**src/rtl/branch_predictor_pkg.sv**
```systemverilog
// Shared definitions for the branch predictor, the fetch mux and the benches.
// Provides:
//   bp_counter_t         - 2-bit saturating direction counter encoding
//   BTB_ENTRIES_DEFAULT  - default BTB depth
//   sat_inc32            - saturating 32-bit increment for statistics counters
package branch_predictor_pkg;

    typedef enum logic [1:0] {
        STRONG_NT = 2'b00,
        WEAK_NT   = 2'b01,
        WEAK_T    = 2'b10,
        STRONG_T  = 2'b11
    } bp_counter_t;

    localparam int unsigned BTB_ENTRIES_DEFAULT = 16;

    function automatic logic [31:0] sat_inc32(input logic [31:0] value);
        return (value == 32'hFFFF_FFFF) ? value : value + 32'd1;
    endfunction

endpackage

```
**src/rtl/branch_predictor_sat_counter_2b.sv**
```systemverilog
// Next-state logic for one 2-bit saturating branch direction counter.
// Ports:
//   ctr_i    - current counter state
//   taken_i  - resolved branch outcome
//   ctr_o    - next counter state (increments on taken, decrements on not
//              taken, saturating at STRONG_T / STRONG_NT)
module sat_counter_2b
    import branch_predictor_pkg::*;
(
    input  bp_counter_t ctr_i,
    input  logic        taken_i,
    output bp_counter_t ctr_o
);

    always_comb begin
        ctr_o = ctr_i;
        unique case (ctr_i)
            STRONG_NT: ctr_o = taken_i ? WEAK_NT  : STRONG_NT;
            WEAK_NT:   ctr_o = taken_i ? WEAK_T   : STRONG_NT;
            WEAK_T:    ctr_o = taken_i ? STRONG_T : WEAK_NT;
            STRONG_T:  ctr_o = taken_i ? STRONG_T : WEAK_T;
            default:   ctr_o = ctr_i;
        endcase
    end

endmodule

```
**src/rtl/branch_predictor.sv**
```systemverilog
// Dynamic branch predictor for the RV32i fetch stage.
// A direct-mapped BTB with one 2-bit saturating counter per entry predicts the
// next fetch PC combinationally from PC_F and is trained by resolved branches
// in Execute.
// Ports:
//   CLK, RST          - clock (rising edge), asynchronous active-high reset
//   PC_F              - fetch PC (word aligned)
//   Predict_Taken_F   - BTB hit and counter predicts taken
//   Predict_PC_F      - stored target when predicted taken, else PC_F+4
//   Branch_E          - Execute holds a B-type or JAL (training strobe)
//   PC_E              - PC of the Execute instruction
//   Branch_Taken_E    - resolved outcome
//   Target_E          - resolved target
//   Predict_Taken_E   - prediction that was made for the Execute instruction
//   Branch_Count      - resolved branches seen (saturating)
//   Mispredict_Count  - mispredictions seen (saturating)
module branch_predictor
    import branch_predictor_pkg::*;
#(
    parameter int unsigned BTB_ENTRIES = BTB_ENTRIES_DEFAULT,
    parameter int unsigned INDEX_BITS  = $clog2(BTB_ENTRIES),
    parameter int unsigned TAG_BITS    = 30 - INDEX_BITS
) (
    input  logic        CLK,
    input  logic        RST,
    input  logic [31:0] PC_F,
    output logic        Predict_Taken_F,
    output logic [31:0] Predict_PC_F,
    input  logic        Branch_E,
    input  logic [31:0] PC_E,
    input  logic        Branch_Taken_E,
    input  logic [31:0] Target_E,
    input  logic        Predict_Taken_E,
    output logic [31:0] Branch_Count,
    output logic [31:0] Mispredict_Count
);

    // Flop arrays rather than RAM so reset can clear every entry asynchronously.
    logic                valid_q  [BTB_ENTRIES];
    logic [TAG_BITS-1:0] tag_q    [BTB_ENTRIES];
    logic [31:0]         target_q [BTB_ENTRIES];
    bp_counter_t         ctr_q    [BTB_ENTRIES];

    logic [31:0] branch_count_q;
    logic [31:0] mispredict_count_q;

    logic [INDEX_BITS-1:0] idx_f;
    logic [TAG_BITS-1:0]   tag_f;
    logic                  hit_f;

    logic [INDEX_BITS-1:0] idx_e;
    logic [TAG_BITS-1:0]   tag_e;
    logic                  hit_e;
    bp_counter_t           ctr_e_next;

    // Byte-offset bits are always zero for word-aligned PCs.
    logic unused_pc_bits;
    assign unused_pc_bits = ^{PC_F[1:0], PC_E[1:0]};

    // Lookup: purely combinational from registered state, no update bypass.
    assign idx_f = PC_F[INDEX_BITS+1:2];
    assign tag_f = PC_F[31:INDEX_BITS+2];
    assign hit_f = valid_q[idx_f] && (tag_q[idx_f] == tag_f);

    assign Predict_Taken_F = hit_f && ctr_q[idx_f][1];
    assign Predict_PC_F    = Predict_Taken_F ? target_q[idx_f] : PC_F + 32'd4;

    // Training path.
    assign idx_e = PC_E[INDEX_BITS+1:2];
    assign tag_e = PC_E[31:INDEX_BITS+2];
    assign hit_e = valid_q[idx_e] && (tag_q[idx_e] == tag_e);

    sat_counter_2b u_sat_counter (
        .ctr_i   (ctr_q[idx_e]),
        .taken_i (Branch_Taken_E),
        .ctr_o   (ctr_e_next)
    );

    always_ff @(posedge CLK or posedge RST) begin
        if (RST) begin
            for (int unsigned i = 0; i < BTB_ENTRIES; i++) begin
                valid_q[i]  <= 1'b0;
                tag_q[i]    <= '0;
                target_q[i] <= '0;
                ctr_q[i]    <= WEAK_NT;
            end
        end else if (Branch_E) begin
            if (hit_e) begin
                ctr_q[idx_e] <= ctr_e_next;
                if (Branch_Taken_E) begin
                    target_q[idx_e] <= Target_E;
                end
            end else if (Branch_Taken_E) begin
                // Allocate on taken miss, evicting whatever aliased here.
                valid_q[idx_e]  <= 1'b1;
                tag_q[idx_e]    <= tag_e;
                target_q[idx_e] <= Target_E;
                ctr_q[idx_e]    <= WEAK_T;
            end
        end
    end

    always_ff @(posedge CLK or posedge RST) begin
        if (RST) begin
            branch_count_q     <= '0;
            mispredict_count_q <= '0;
        end else if (Branch_E) begin
            branch_count_q <= sat_inc32(branch_count_q);
            if (Branch_Taken_E != Predict_Taken_E) begin
                mispredict_count_q <= sat_inc32(mispredict_count_q);
            end
        end
    end

    assign Branch_Count     = branch_count_q;
    assign Mispredict_Count = mispredict_count_q;

endmodule

```
**config.mk**
```make
export PLATFORM = sky130hd
export DESIGN_NAME = branch_predictor
export DESIGN_NICKNAME = d
export VERILOG_FILES = /design/src/rtl/branch_predictor_pkg.sv /design/src/rtl/branch_predictor_sat_counter_2b.sv /design/src/rtl/branch_predictor.sv
export SDC_FILE = /design/constraint.sdc
export NUM_CORES = 2
export LEC_CHECK = 0
export BUFFER_PORTS_ARGS = -buffer_cell sky130_fd_sc_hd__buf_4
export CAP_MARGIN = 40
export CORE_ASPECT_RATIO = 0.9
export CORE_MARGIN = 5
export CORE_UTILIZATION = 63
export DETAILED_ROUTE_END_ITERATION = 10
export PLACE_DENSITY = 0.87
export SYNTH_ARGS = -nofsm -noshare
export SYNTH_HDL_FRONTEND = slang
export SYNTH_SLANG_ARGS = --single-unit
```
**constraint.sdc**
```tcl
create_clock -name CLK -period 43.7 [get_ports CLK]
set_input_delay 2.185 -clock CLK [delete_from_list [all_inputs] [get_ports CLK]]
set_output_delay 2.185 -clock CLK [all_outputs]
set_load 0.02 [all_outputs]
```
== After elaboration in Yosys (flattened, before gate mapping) ==
Index checks and enable logic that the tools add are counted.

* Flip-flop bits (word level): 1040
* Latch bits: 0
* Bits in writable memories: 0
* Memory bits (read-only): 0
* Input port bits: 101
* Output and inout port bits: 97
* Word-level logic and storage cells: 140
* Memories kept: 0

* Add/subtract/negate cells: 3
* $mul: 0
* Div/mod/pow operators: 0
* Order comparisons: 3
* Equality and inequality tests: 8
* Shifts and indexed selects: 0
* Muxes and demuxes: 40
* Bitwise logic cells: 9
* Reductions and logical operators: 11

{| class="wikitable"
|+ Operators by type and width
! kind !! number
|-
| $bwmux W512 || 1
|-
| $bwmux W416 || 1
|-
| $bmux W26 S4 || 2
|-
| $mux W32 || 6
|-
| $mux W26 || 5
|-
| $bmux W32 S4 || 1
|-
| $demux W32 S4 || 1
|-
| $demux W26 S4 || 1
|-
| $add A32 B1 Y32 const B || 2
|-
| $eq A32 B32 Y1 const B || 2
|-
| $eq A26 B26 Y1 || 2
|-
| $add A32 B3 Y32 const B || 1
|-
| $bwmux W32 || 1
|-
| $or A16 B16 Y16 || 2
|-
| $and A16 B16 Y16 || 1
|-
| $bmux W2 S4 || 2
|-
| $not A16 Y16 || 1
|-
| $mux W2 || 7
|-
| $ge A5 B5 Y1 const B || 2
|-
| $not A4 Y5 || 2
|-
| $bmux W1 S4 || 2
|-
| $demux W2 S4 || 1
|-
| $pmux W2 S4 || 1
|-
| $mux W1 || 7
|-
| other kinds (11) || 20
|}

== Longest topological paths before layout ==
* Word-level depth: 9
* Gate-level depth with buffers: 18
* Mapped depth without buffers: 10

== By module ==
Synthesis repeated with hierarchy kept, for this count alone.

* Cells, all modules: 3420
* Area, all modules: 52130.0 µm²

{| class="wikitable"
|+ By module, submodules not included
! module !! times used !! cells each !! area an instance (µm²) !! seq. area each (µm²)
|-
| branch_predictor || 1 || 3417 || 52103.7 || 26045.0
|-
| sat_counter_2b || 1 || 3 || 26.3 || 0.0
|}

== Worst setup path before layout ==
Ideal clock, no wire load.

* Path kind: input to output
* From: input PC_F[2]
* To: output Predict_PC_F[0]
* Data arrival time: 5.526 ns
* Data required time: 41.515 ns
* Slack: 35.989 ns
* Stages: 11
* Buffers on the path: 8
* Cells stage by stage: buf_6 -> buf_8 -> buf_12 -> buf_4 -> buf_4 -> clkbuf_1 -> clkbuf_1 -> buf_1 -> mux4_2 -> mux4_2 -> mux2_1

* Word-level cells in the longest chain between the ends: 8
* Elaborated cells between the ends (all ways): 17

{| class="wikitable"
|+ Ends and longest elaborated chain
! item !! line !! RTL
|-
| start, declared || branch_predictor.sv:26 || <nowiki>input logic [31:0] PC_F,</nowiki>
|-
| $not A4 Y5 (implied by the code) (*) || branch_predictor.sv:63, branch_predictor.sv:65, branch_predictor.sv:66 ||
|-
| $bmux W26 S4 || branch_predictor.sv:63 || <nowiki>assign hit_f = valid_q[idx_f] && (tag_q[idx_f] == tag_f);</nowiki>
|-
| $mux W26 (implied by the code) (2 in a row) || branch_predictor.sv:63 ||
|-
| $eq A26 B26 Y1 || branch_predictor.sv:63 ||
|-
| $logic_and A1 B1 Y1 || branch_predictor.sv:63 ||
|-
| $logic_and A1 B1 Y1 || branch_predictor.sv:65 || <nowiki>assign Predict_Taken_F = hit_f && ctr_q[idx_f][1];</nowiki>
|-
| $mux W32 (*) || branch_predictor.sv:66 || <nowiki>assign Predict_PC_F = Predict_Taken_F ? target_q[idx_f] : PC_F + 32'd4;</nowiki>
|-
| end, declared || branch_predictor.sv:28 || <nowiki>output logic [31:0] Predict_PC_F,</nowiki>
|}

Mark *: on every way between the ends. The rest lies on a longest branch, timed or not. The select of a mux whose other input is x is not followed.

== Worst setup path after layout ==
* From: input PC_F[2]
* To: output Predict_PC_F[31]

* Word-level cells in the longest chain between the ends: 8
* Elaborated cells between the ends (all ways): 18

{| class="wikitable"
|+ Ends and longest elaborated chain
! item !! line
|-
| $not A4 Y5 (implied by the code) || branch_predictor.sv:63, branch_predictor.sv:65, branch_predictor.sv:66
|-
| $bmux W26 S4 || branch_predictor.sv:63
|-
| $mux W26 (implied by the code) (2 in a row) || branch_predictor.sv:63
|-
| $eq A26 B26 Y1 || branch_predictor.sv:63
|-
| $logic_and A1 B1 Y1 || branch_predictor.sv:63
|-
| $logic_and A1 B1 Y1 || branch_predictor.sv:65
|-
| $mux W32 (*) || branch_predictor.sv:66
|}

Marked as above.

==> impl_metrics.yaml <==
run_status:
  run_status: "complete, no violations"
timing:
  setup_viol: 0
  skew_ns: 0.04347
  fin_crit_sh_pct: 22.84
  max_freq_mhz: 100.2
  slew_violations: 0
  worstMarginPinSlew_ns: 1.061
  rsz0062_at_grt: "false"
  hold_violations: 0
  relSlewSlack_pct: 29.28
  period_needed_ns: 9.983
  finalSetupTns_ns: 0
grt:
  grt_pass1_vias: 35011
  grt_max_degree: 181
  gr-total-overflow: 0
  grt_first_pass_wirelength_mm: 219.6
  grt_antenna_before_repair: 22
  grtUsageTotal_pct: 32.24
route:
  final_antenna_net_count: 0
  drt_iter0_markers: 3915
  routed_wl_mm: 143.7
  num_vias: 33629
  first_pass_iters: 6
  drcViolationCount: 0
  viasPerCell: 7.081
  wl_per_cell_um: 30.25
synth:
  ys_seq_area_share_pct: 49.71
  synth.area.top_cells: "dfrtp_1 (49%), mux4_2 (16%), mux2_2 (15%)"
  synth.top_cell.area_share_pct: 48.91
  ys_seq_elements: 1040
  synth_edf_count: 0
  synthCells: 3518
  synthArstFlopShare_pct: 100.0
  yosysWarnings: 0
  netlist_area_sq_mm: 0.05239
  syn-num-nets: 3622
  ys.flop_type: "dfrtp_1"
  ys_types: 73
  syn_avg_cell_area_sq_um: 14.89
  synth_top_cell_by_area: "dfrtp_1"
setup_path:
  crit_buf_inv: 5
  cp-end-kind: "output port"
  cp.arrival_ns: 7.80
  crit_start: "PC_F[2]"
  worstPathMaxFanout: 59
  r2r-start: "tag_q[43]"
  required_ns: 41.51
  cp_common_cell: "buf_4"
  slowest_stage: "buf_4"
  critical_path_class: "in2out"
  cp_cell_sequence: "buf_8 > buf_4 > buf_4 > mux4_2 > mux4_2 > xnor2_1 > nand4_1 > or2_2 > nand4bb_1 > or4_2 > buf_4 > mux2_1 > buf_4"
  slowest_delay_ns: 0.68
  worstSetupStartpointType: "input port"
  critPathTopFamily: "buffers and inverters"
power_and_ir_drop:
  p_leak_nw: 25.73
  ir_drop_mv: 0.04214
  power_density_mw_per_mm2: 46.94
floorplanning:
  rows: 100
  die_y_um: 283.6
  die_area_sq_mm: 0.08904
  io_pins: 198
  coreArea_sq_mm: 0.08258
  dieWidth_um: 314.0
  start_util_pct: 63.45
clock_tree:
  htreeDepth: 3
  cts-root-buf: "clkbuf_16"
  postCtsSetupBuffers: 0
  cts.sinks: 1040
  cts_tree: "built"
  cts_resized: 0
  cts.clk_slew.worst_paths_ns: 0.06
  clock_latency_ns: 0.70
  hold_buffers: 0
  numCtsBuffers: 104
  clk_path_buf_depth: 3
finish:
  final_layout_size_suffix_gt1_share_pct: 43.36
  fin_nets: 3684
  stdcell_area_sq_mm: 0.05814
  area_delta_synth_final_pct: 10.98
placement:
  place.detailed.hpwl_mm: 83.70
  portBuffers: 195
  place.gp.congestion: 0.9219
  placed_area_sq_mm: 0.05451
min_path:
  hold_start: "ctr_q[18]"
  min_path_type: "reg2reg"
job:
  maxCapViolCount: 0
-- cell families (layout without fill, tap and decap cells) --
logic type,after synthesis,in the layout,share of synthesized area (%)
and+or+nand+nor,357,357,3.501
other,0,16,0
muxes,1378,1378,37.74
DFF,1040,1040,49.71
adders and majority gates,5,5,0.1099
buffers and inverters,349,493,3.405
xor gates and xnor gates,138,138,2.321
AOI/OAI and AO/OA,251,251,3.210
-- flip-flops by register name, indices dropped and copies added (netlist names) --
| signal | cells |
|---|---|
| tag_q | 416 |
| valid_q | 16 |
| ctr_q | 32 |
| target_q | 512 |
| Mispredict_Count | 32 |
| Branch_Count | 32 |
-- cells in the mapped netlist (all sizes together), types with 4 or more instances --
master   number
nand2b       36
clkbuf      155
buf         157
mux2        935
and3         16
a31oi         6
o22ai        18
xor2         36
a22oi        21
nand2        89
o21ai       103
and2          8
o32ai         8
and4          9
xnor2       102
o21a          7
nand3        54
nor2         65
o211ai        7
o2111a        8
or2           9
a32o          4
o2111ai       4
a211o         4
a21oi        12
nor2b        12
nor3         12
dfstp        16
clkinv        4
inv          33
a211oi        6
a2bb2oi      15
nor4          7
nand4        29
dfrtp      1024
mux2i        68
mux4        375
o2bb2ai       9
-- cell usage in the layout, fill, tap and decap left out, drive strengths merged, types with 18 or more instances in the layout --
cell type / Yosys / routed
dfrtp: 1024 / 1024
mux2: 935 / 935
mux4: 375 / 375
buf: 157 / 268
clkbuf: 155 / 144
o21ai: 103 / 103
xnor2: 102 / 102
nand2: 89 / 89
mux2i: 68 / 68
nor2: 65 / 65
nand3: 54 / 54
inv: 33 / 38
xor2: 36 / 36
nand2b: 36 / 36
nand4: 29 / 29
clkinv: 4 / 29
a22oi: 21 / 21
o22ai: 18 / 18
-- through the flow --
step / cells / hold WS (ns) / setup slack [ns] / power [W] / utilization, %
final: 4749 / 0.4595 / 33.72 / 0.002729 / 70.41
after global routing: 4740 / 0.4740 / 33.43 / 0.002829 / 70.38
after CTS: 4733 / 0.4615 / 33.74 / 0.002725 / 70.36
after detailed placement: 4545 / 0.4517 / 33.75 / 0.001782 / 66.01
after global placement: 4530 / 0.4462 / 33.38 / 0.001743 / 65.63
after floorplan: 3518 / 0.4376 / 12.27 / 0.001633 / -
-- cell type report --
type | count | area [sq um]
Antenna cell | 16 | 40.04
Clock buffer | 144 | 2954
Clock inverter | 44 | 643.1
Fill cell | 5063 | 24430
Inverter | 37 | 146.4
Multi-Input combinational cell | 2129 | 24690
Sequential cell | 1040 | 26050
Tap cell | 1071 | 1340
Timing Repair Buffer | 268 | 2285
-- final timing paths --
path / endpoint / slack, ns / cells past startpoint
min: ctr_q[18] / 0.46 / 2
max: Predict_PC_F[31] / 33.72 / 13
min reg2reg: ctr_q[18] / 0.46 / 2
max reg2reg: tag_q[279] / 38.23 / 10
max in group asynchronous: Mispredict_Count[19] / 39.37 / 6
min in group asynchronous: tag_q[122] / 1.61 / 2
-- routing by layer --
metal | GRT usage, % | part of all wire, %
met1 | 43.55 | 38
met2 | 48.30 | 46
met3 | 11.00 | 11
met4 | 14.16 | 5.0
met5 | 0 | 0.068
-- report_power, final --
group	switching [W]	internal, W
sequential	0.000125	0.00115
clock	0.000392	0.000551
combinational	0.000219	0.000296
total	0.000736	0.00199
-- worst min-delay path: stages, from the launching register on --
cell and delay (ns):
dfstp_2 0.37, inv_1 0.04, o2bb2ai_1 0.05
(Power assumes the default switching activity.)
